File: config.mk
export PLATFORM = sky130hd
export DESIGN_NAME = time_of_day_keeper
export DESIGN_NICKNAME = d
export VERILOG_FILES = /design/src/rtl/clock_pkg.sv /design/src/rtl/wrap_counter.sv /design/src/rtl/time_of_day_keeper.sv
export SDC_FILE = /design/constraint.sdc
export NUM_CORES = 1
export LEC_CHECK = 0
export CORE_MARGIN = 4
export CORE_UTILIZATION = 35
export CTS_CLUSTER_DIAMETER = 50
export CTS_CLUSTER_SIZE = 10
export DETAILED_ROUTE_END_ITERATION = 8
export PLACE_DENSITY = 0.59
export SLEW_MARGIN = 20
export SYNTH_ARGS = -nofsm -noshare
export SYNTH_HDL_FRONTEND = slang
export SYNTH_HIERARCHICAL = 1
export SYNTH_SLANG_ARGS = --single-unit
export TNS_END_PERCENT = 50
File: constraint.sdc
create_clock -name clk -period 7.15 [get_ports clk]
set_clock_uncertainty 0.15 [all_clocks]
set_input_delay 1.0725 -clock clk [delete_from_list [all_inputs] [get_ports clk]]
set_output_delay 1.0725 -clock clk [all_outputs]
set_load 0.01 [all_outputs]
File: src/rtl/clock_pkg.sv
// Shared widths, limits and alarm state encoding for the time-of-day keeper.
package clock_pkg;

  localparam int HH_W        = 5;
  localparam int MM_W        = 6;
  localparam int SS_W        = 6;
  localparam int CNT_W       = 10;
  localparam int MAX_MIN_SEC = 59;

  typedef enum logic [1:0] {
    IDLE   = 2'd0,
    RING   = 2'd1,
    SNOOZE = 2'd2
  } alm_state_t;

endpackage

File: src/rtl/wrap_counter.sv
// Modulo-(MAX+1) counter with synchronous load; wrap is the combinational carry-out
// so the next digit can be chained directly off it.
module wrap_counter #(
  parameter int MAX   = 59,
  parameter int WIDTH = 6
) (
  input  logic             clk,
  input  logic             rst,
  input  logic             en,
  input  logic             load,
  input  logic [WIDTH-1:0] d,
  output logic [WIDTH-1:0] q,
  output logic             wrap
);

  localparam logic [WIDTH-1:0] MAX_V = WIDTH'(MAX);

  assign wrap = en && !load && (q == MAX_V);

  always_ff @(posedge clk) begin
    if (rst) begin
      q <= '0;
    end else if (load) begin
      q <= d;
    end else if (en) begin
      q <= wrap ? '0 : q + WIDTH'(1);
    end
  end

endmodule

File: src/rtl/time_of_day_keeper.sv
// Binary hh:mm:ss keeper driven by the seconds tick, with one alarm and its
// ring / snooze / auto-off sequencer.
//
//   state  | meaning
//   IDLE   | alarm quiet, waiting for the time to reach the alarm minute
//   RING   | buzzer on; ack, disarm, snooze or RING_SEC ticks leave
//   SNOOZE | buzzer off; re-rings after SNOOZE_SEC ticks unless ack/disarm
module time_of_day_keeper
  import clock_pkg::*;
#(
  parameter int HOUR_MAX   = 23,
  parameter int RING_SEC   = 60,
  parameter int SNOOZE_SEC = 300
) (
  input  logic            clk,
  input  logic            rst,
  input  logic            tick,
  input  logic            run,
  input  logic            set_en,
  input  logic [HH_W-1:0] set_hh,
  input  logic [MM_W-1:0] set_mm,
  input  logic [SS_W-1:0] set_ss,
  input  logic            alm_wr,
  input  logic [HH_W-1:0] alm_hh,
  input  logic [MM_W-1:0] alm_mm,
  input  logic            alm_arm,
  input  logic            ack,
  input  logic            snooze,
  output logic [HH_W-1:0] hh,
  output logic [MM_W-1:0] mm,
  output logic [SS_W-1:0] ss,
  output logic            min_pulse,
  output logic            day_pulse,
  output logic            ringing,
  output logic            snoozing,
  output logic            set_err
);

  localparam logic [HH_W-1:0]  HOUR_LAST   = HH_W'(HOUR_MAX);
  localparam logic [MM_W-1:0]  MIN_LAST    = MM_W'(MAX_MIN_SEC);
  localparam logic [SS_W-1:0]  SEC_LAST    = SS_W'(MAX_MIN_SEC);
  localparam logic [CNT_W-1:0] RING_LAST   = CNT_W'(RING_SEC - 1);
  localparam logic [CNT_W-1:0] SNOOZE_LAST = CNT_W'(SNOOZE_SEC - 1);

  logic            adv, sec_tick, set_ok, alm_ok, load_time;
  logic            ss_wrap, mm_wrap, hh_wrap, trigger;
  logic [MM_W-1:0] mm_new;
  logic [HH_W-1:0] hh_new;
  logic [HH_W-1:0] alarm_hh;
  logic [MM_W-1:0] alarm_mm;
  alm_state_t      state, state_nxt;
  logic [CNT_W-1:0] cnt, cnt_nxt;

  // A load always wins over a tick in the same cycle, even when the load is rejected.
  assign adv       = tick & run & ~set_en;
  assign sec_tick  = tick & run;
  assign set_ok    = (set_hh <= HOUR_LAST) && (set_mm <= MIN_LAST) && (set_ss <= SEC_LAST);
  assign alm_ok    = (alm_hh <= HOUR_LAST) && (alm_mm <= MIN_LAST);
  assign load_time = set_en & set_ok;

  wrap_counter #(.MAX(MAX_MIN_SEC), .WIDTH(SS_W)) u_ss (
    .clk  (clk),
    .rst  (rst),
    .en   (adv),
    .load (load_time),
    .d    (set_ss),
    .q    (ss),
    .wrap (ss_wrap)
  );

  wrap_counter #(.MAX(MAX_MIN_SEC), .WIDTH(MM_W)) u_mm (
    .clk  (clk),
    .rst  (rst),
    .en   (ss_wrap),
    .load (load_time),
    .d    (set_mm),
    .q    (mm),
    .wrap (mm_wrap)
  );

  wrap_counter #(.MAX(HOUR_MAX), .WIDTH(HH_W)) u_hh (
    .clk  (clk),
    .rst  (rst),
    .en   (mm_wrap),
    .load (load_time),
    .d    (set_hh),
    .q    (hh),
    .wrap (hh_wrap)
  );

  // Time after this tick lands on alarm_hh:alarm_mm:00 only when seconds wrap.
  assign mm_new  = mm_wrap ? '0 : (ss_wrap ? mm + MM_W'(1) : mm);
  assign hh_new  = hh_wrap ? '0 : (mm_wrap ? hh + HH_W'(1) : hh);
  assign trigger = ss_wrap & alm_arm & (mm_new == alarm_mm) & (hh_new == alarm_hh);

  always_ff @(posedge clk) begin
    if (rst) begin
      min_pulse <= 1'b0;
      day_pulse <= 1'b0;
      set_err   <= 1'b0;
      alarm_hh  <= '0;
      alarm_mm  <= '0;
    end else begin
      min_pulse <= ss_wrap;
      day_pulse <= hh_wrap;
      set_err   <= (set_en & ~set_ok) | (alm_wr & ~alm_ok);
      if (alm_wr & alm_ok) begin
        alarm_hh <= alm_hh;
        alarm_mm <= alm_mm;
      end
    end
  end

  always_ff @(posedge clk) begin
    if (rst) begin
      state <= IDLE;
      cnt   <= '0;
    end else begin
      state <= state_nxt;
      cnt   <= cnt_nxt;
    end
  end

  always_comb begin
    state_nxt = state;
    cnt_nxt   = cnt;
    case (state)
      IDLE: begin
        if (trigger) begin
          state_nxt = RING;
          cnt_nxt   = '0;
        end
      end
      RING: begin
        if (ack || !alm_arm) begin
          state_nxt = IDLE;
        end else if (snooze) begin
          state_nxt = SNOOZE;
          cnt_nxt   = '0;
        end else if (sec_tick) begin
          if (cnt == RING_LAST) state_nxt = IDLE;
          else                  cnt_nxt   = cnt + CNT_W'(1);
        end
      end
      SNOOZE: begin
        if (ack || !alm_arm) begin
          state_nxt = IDLE;
        end else if (sec_tick) begin
          if (cnt == SNOOZE_LAST) begin
            state_nxt = RING;
            cnt_nxt   = '0;
          end else begin
            cnt_nxt = cnt + CNT_W'(1);
          end
        end
      end
      default: state_nxt = IDLE;
    endcase
  end

  always_comb begin
    ringing  = (state == RING);
    snoozing = (state == SNOOZE);
  end

endmodule
==> key figures <==
Run status
  – Status: finished clean

Clocking
  – Clock root buffer master: clkbuf_8
  – Max clock buf depth: 2
  – Cts bufs inserted: 5
  – Sinks on Clock Net: 43
  – CTS H-tree lvls: 2
  – TritonCTS clock tree: done
  – Clock Pin Slew Worst Setup and Hold Paths: 90 ps
  – Setup Buffers After CTS: 0
  – Resized Gates After CTS: 0
  – Clock network latency to the later pin of the worst-skew pair: 300 ps
  – Hold_buf cts: 0

Setup path
  – Critical path type: in2reg
  – RR Endpoint: cnt[8]$_SDFFE_PP0P_
  – Setup crit end kind: flip-flop
  – Crit-path cells: clkdlybuf4s50_1 > nand2_1 > nor2_1 > nand2b_1 > nor3b_1 > buf_4 > nand2b_1 > nor3b_2 > buf_4 > nand2b_4 > nor2_1 > nor2b_1 > mux2i_1 > xnor2_1 > nor4_1 > a41oi_2 > or4_1 > o31ai_1
  – CP endpoint: cnt[8]$_SDFFE_PP0P_
  – Worst reg2reg path depth: 16
  – Max stage delay cell, worst path: or4_1
  – Reg2reg start: u_ss/q[0]$_SDFFE_PP0P_
  – CP startpoint kind: input pin
  – Critical path data arrival time: 5950 ps
  – Delay of the slowest critical-path stage: 780 ps
  – Peak fanout along the critical path: 22
  – Critical Path RT: 7200 ps
  – R2r setup slk: 2450 ps
  – Setup crit start: tick

Routing
  – TritonRoute pass-1 iters: 4
  – Routed wire length: 6960 µm
  – DR iter-0 viols: 82
  – Post-route DRC: 0
  – Antenna viol nets, final: 0
  – Via count: 2593
  – Drt wl/cell: 14.4 µm
  – Vias per inst: 5.36

Power and ir drop
  – Cell Int Power: 0.443 mW
  – Overall Power: 0.587 mW
  – Seq pwr share: 45.2%
  – Leak: 1.36 nW
  – PD cells: 164 mW/mm²
  – Max IR drop VDD: 0.0000707 V
  – Clk pwr share: 38.6%
  – Combinational share of power: 16.3%
  – Switching power: 0.143 mW
  – Sw Share: 24.4%

Global routing
  – Largest net degree at the start of global routing: 39
  – Vias in the first global route: 2332
  – Grt total ovfl: 0
  – First-pass GRT wire length: 11700 µm
  – All-Layer GR Usage: 14.7%
  – Initial antenna violation count: 0

Floorplanning
  – Ports: 59
  – Die area: 0.00938 mm²
  – Core area: 0.00769 mm²
  – Initial cell density of the core: 35.9%
  – Cell row count: 32
  – DIE WIDTH: 96.8 µm
  – Die height: 96.8 µm

Timing
  – Max Fclk: 170 MHz
  – Hold Fails Final Rpt: 0
  – Final period util: 82.5%
  – Slew @ Worst Pin: 725 ps
  – Worst slew margin: 51.3%
  – Unrepaired setup endpoints after global routing: no
  – TNS Setup: 0 ps
  – Final setup viols: 0
  – Fin. max-slew vios: 0
  – Min cycle time layout: 5900 ps

Logic synthesis
  – Share of the synthesized area in the top cell type: 31.2%
  – Mapped Cells: 325
  – Syn_nets: 372
  – Distinct cell type count after synthesis: 57
  – Syn. warnings: 6
  – Synth Flop Type: dfxtp_1
  – #FFs+latches synth: 43
  – Seq/Total Area, Yosys: 31.2%
  – Top post-synthesis cells by area: dfxtp_1, nor2_1, mux2i_1
  – Syn avg cell area: 8.50 µm²
  – EDFF count, synth: 0
  – Async S/R FF share, synth: 0%
  – Mapped Area: 0.00276 mm²
  – Synth cell count leaders: dfxtp_1, nor2_1, nand2_1
  – Post-synth top area cell: dfxtp_1
  – Top-count cell post-synth: dfxtp_1

Hold path
  – Hold crit path type: reg2reg
  – Hold path depth: 1

Final layout
  – Antenna fix cells: 0
  – Seq. cell area: 861 µm²
  – Fillers: 769
  – Non-filler cells, final: 484
  – Layout area overhead: 29.5%
  – Utilization after layout: 46.5%
  – Post-route cell area: 0.00358 mm²
  – Area occupied by multi-input gates: 0.00178 mm²
  – Final nets: 428
  – Layout cell share with drive strength beyond 1: 7.33%

Placement
  – RePlAce Congestion: 0.793
  – Placed cell area: 0.00345 mm²
  – IO Port Bufs: 58
  – Placed insts: 476
  – Detailed placement HPWL: 5040 µm

Run
  – Max-Cap Viols: 0
==> layer usage <==
| metal | GRT usage (%) | vias to the layer above | part of all wire (%) |
|---|---|---|---|
| li1 | - | 1315 | - |
| met1 | 21.2 | 1220 | 51 |
| met2 | 21.6 | 54 | 44 |
| met3 | 3.82 | 4 | 4.5 |
| met4 | 3.56 | 0 | 0.65 |
| met5 | 0 | - | 0 |
==> layout by cell type (no fill, tap or decap), types with 4 or more instances in the layout <==
| cell type | instances |
|---|---|
| clkdlybuf4s50_1 | 58 |
| dfxtp_1 | 43 |
| nor2_1 | 38 |
| nand2_1 | 18 |
| inv_1 | 17 |
| mux2i_1 | 14 |
| nand3_1 | 13 |
| xor2_1 | 13 |
| nor3b_1 | 12 |
| a221oi_1 | 11 |
| a21oi_1 | 10 |
| ha_1 | 10 |
| o21ai_0 | 9 |
| nor2b_1 | 8 |
| o311ai_0 | 8 |
| nand4_1 | 7 |
| nand2b_1 | 7 |
| xnor2_1 | 7 |
| o31ai_1 | 7 |
| and3_1 | 6 |
| o22ai_1 | 5 |
| clkbuf_8 | 5 |
| nor3_1 | 4 |
| o211ai_1 | 4 |
| buf_4 | 4 |
==> stage by stage <==
step	setup slack, ps	hold WS (ps)
after detailed placement	964	310
after global placement	1170	306
after floorplan	1350	286
after global routing	894	347
final	1250	327
after CTS	1280	327
==> worst max-delay path: cells and delay by family <==
| kind | cells | cell delay [ps] |
|---|---|---|
| and+or+nand+nor | 11 | 2930 |
| buffers and inverters | 3 | 960 |
| AOI/OAI and AO/OA | 2 | 720 |
| muxes | 1 | 180 |
| xor gates and xnor gates | 1 | 80 |
==> cell type report <==
class	count	area share (%)
multi-input cells	252	49.8
flip-flops and latches	43	24.1
clock inverters	2	1.68
repair buffers	62	17.1
inverters	17	1.78
well taps	102	3.57
clock buffers	6	2.03
==> flip-flops by register name, summed over array words and instances (netlist names) <==
signal     count
u_hh/q         5
u_mm/q         6
day_pulse      1
set_err        1
state          2
cnt           10
u_ss/q         6
min_pulse      1
alarm_hh       5
alarm_mm       6
==> power groups by stage <==
stage,Combinational [mW],Sequential (mW),Clock [mW]
3_5_place_dp,0.0958,0.271,0
4_1_cts,0.0963,0.265,0.235
3_3_place_gp,0.0952,0.270,0
2_1_floorplan,0.0486,0.269,0
6_report,0.0955,0.265,0.226
5_1_grt,0.104,0.267,0.243
==> how the worst min path moves through the flow <==
stage | start | end | slack [ps]
detailed placement | cnt[9]$_SDFFE_PP0P_ | cnt[9]$_SDFFE_PP0P_ | 310
finish | cnt[9]$_SDFFE_PP0P_ | cnt[9]$_SDFFE_PP0P_ | 330
global placement | cnt[9]$_SDFFE_PP0P_ | cnt[9]$_SDFFE_PP0P_ | 310
CTS | cnt[9]$_SDFFE_PP0P_ | cnt[9]$_SDFFE_PP0P_ | 330
global route | cnt[9]$_SDFFE_PP0P_ | cnt[9]$_SDFFE_PP0P_ | 350
floorplan | cnt[9]$_SDFFE_PP0P_ | cnt[9]$_SDFFE_PP0P_ | 290
==> kinds of logic after synthesis <==
family / count (synthesis) / share of synthesized area, %
fa+ha+maj: 10 / 4.53
compound gates: 72 / 20.8
buf+inv: 30 / 4.57
simple gates: 134 / 26.7
mux: 16 / 5.89
xor+xnor: 20 / 6.34
flops: 43 / 31.2
Note: power is estimated with default switching activity, not from simulation.
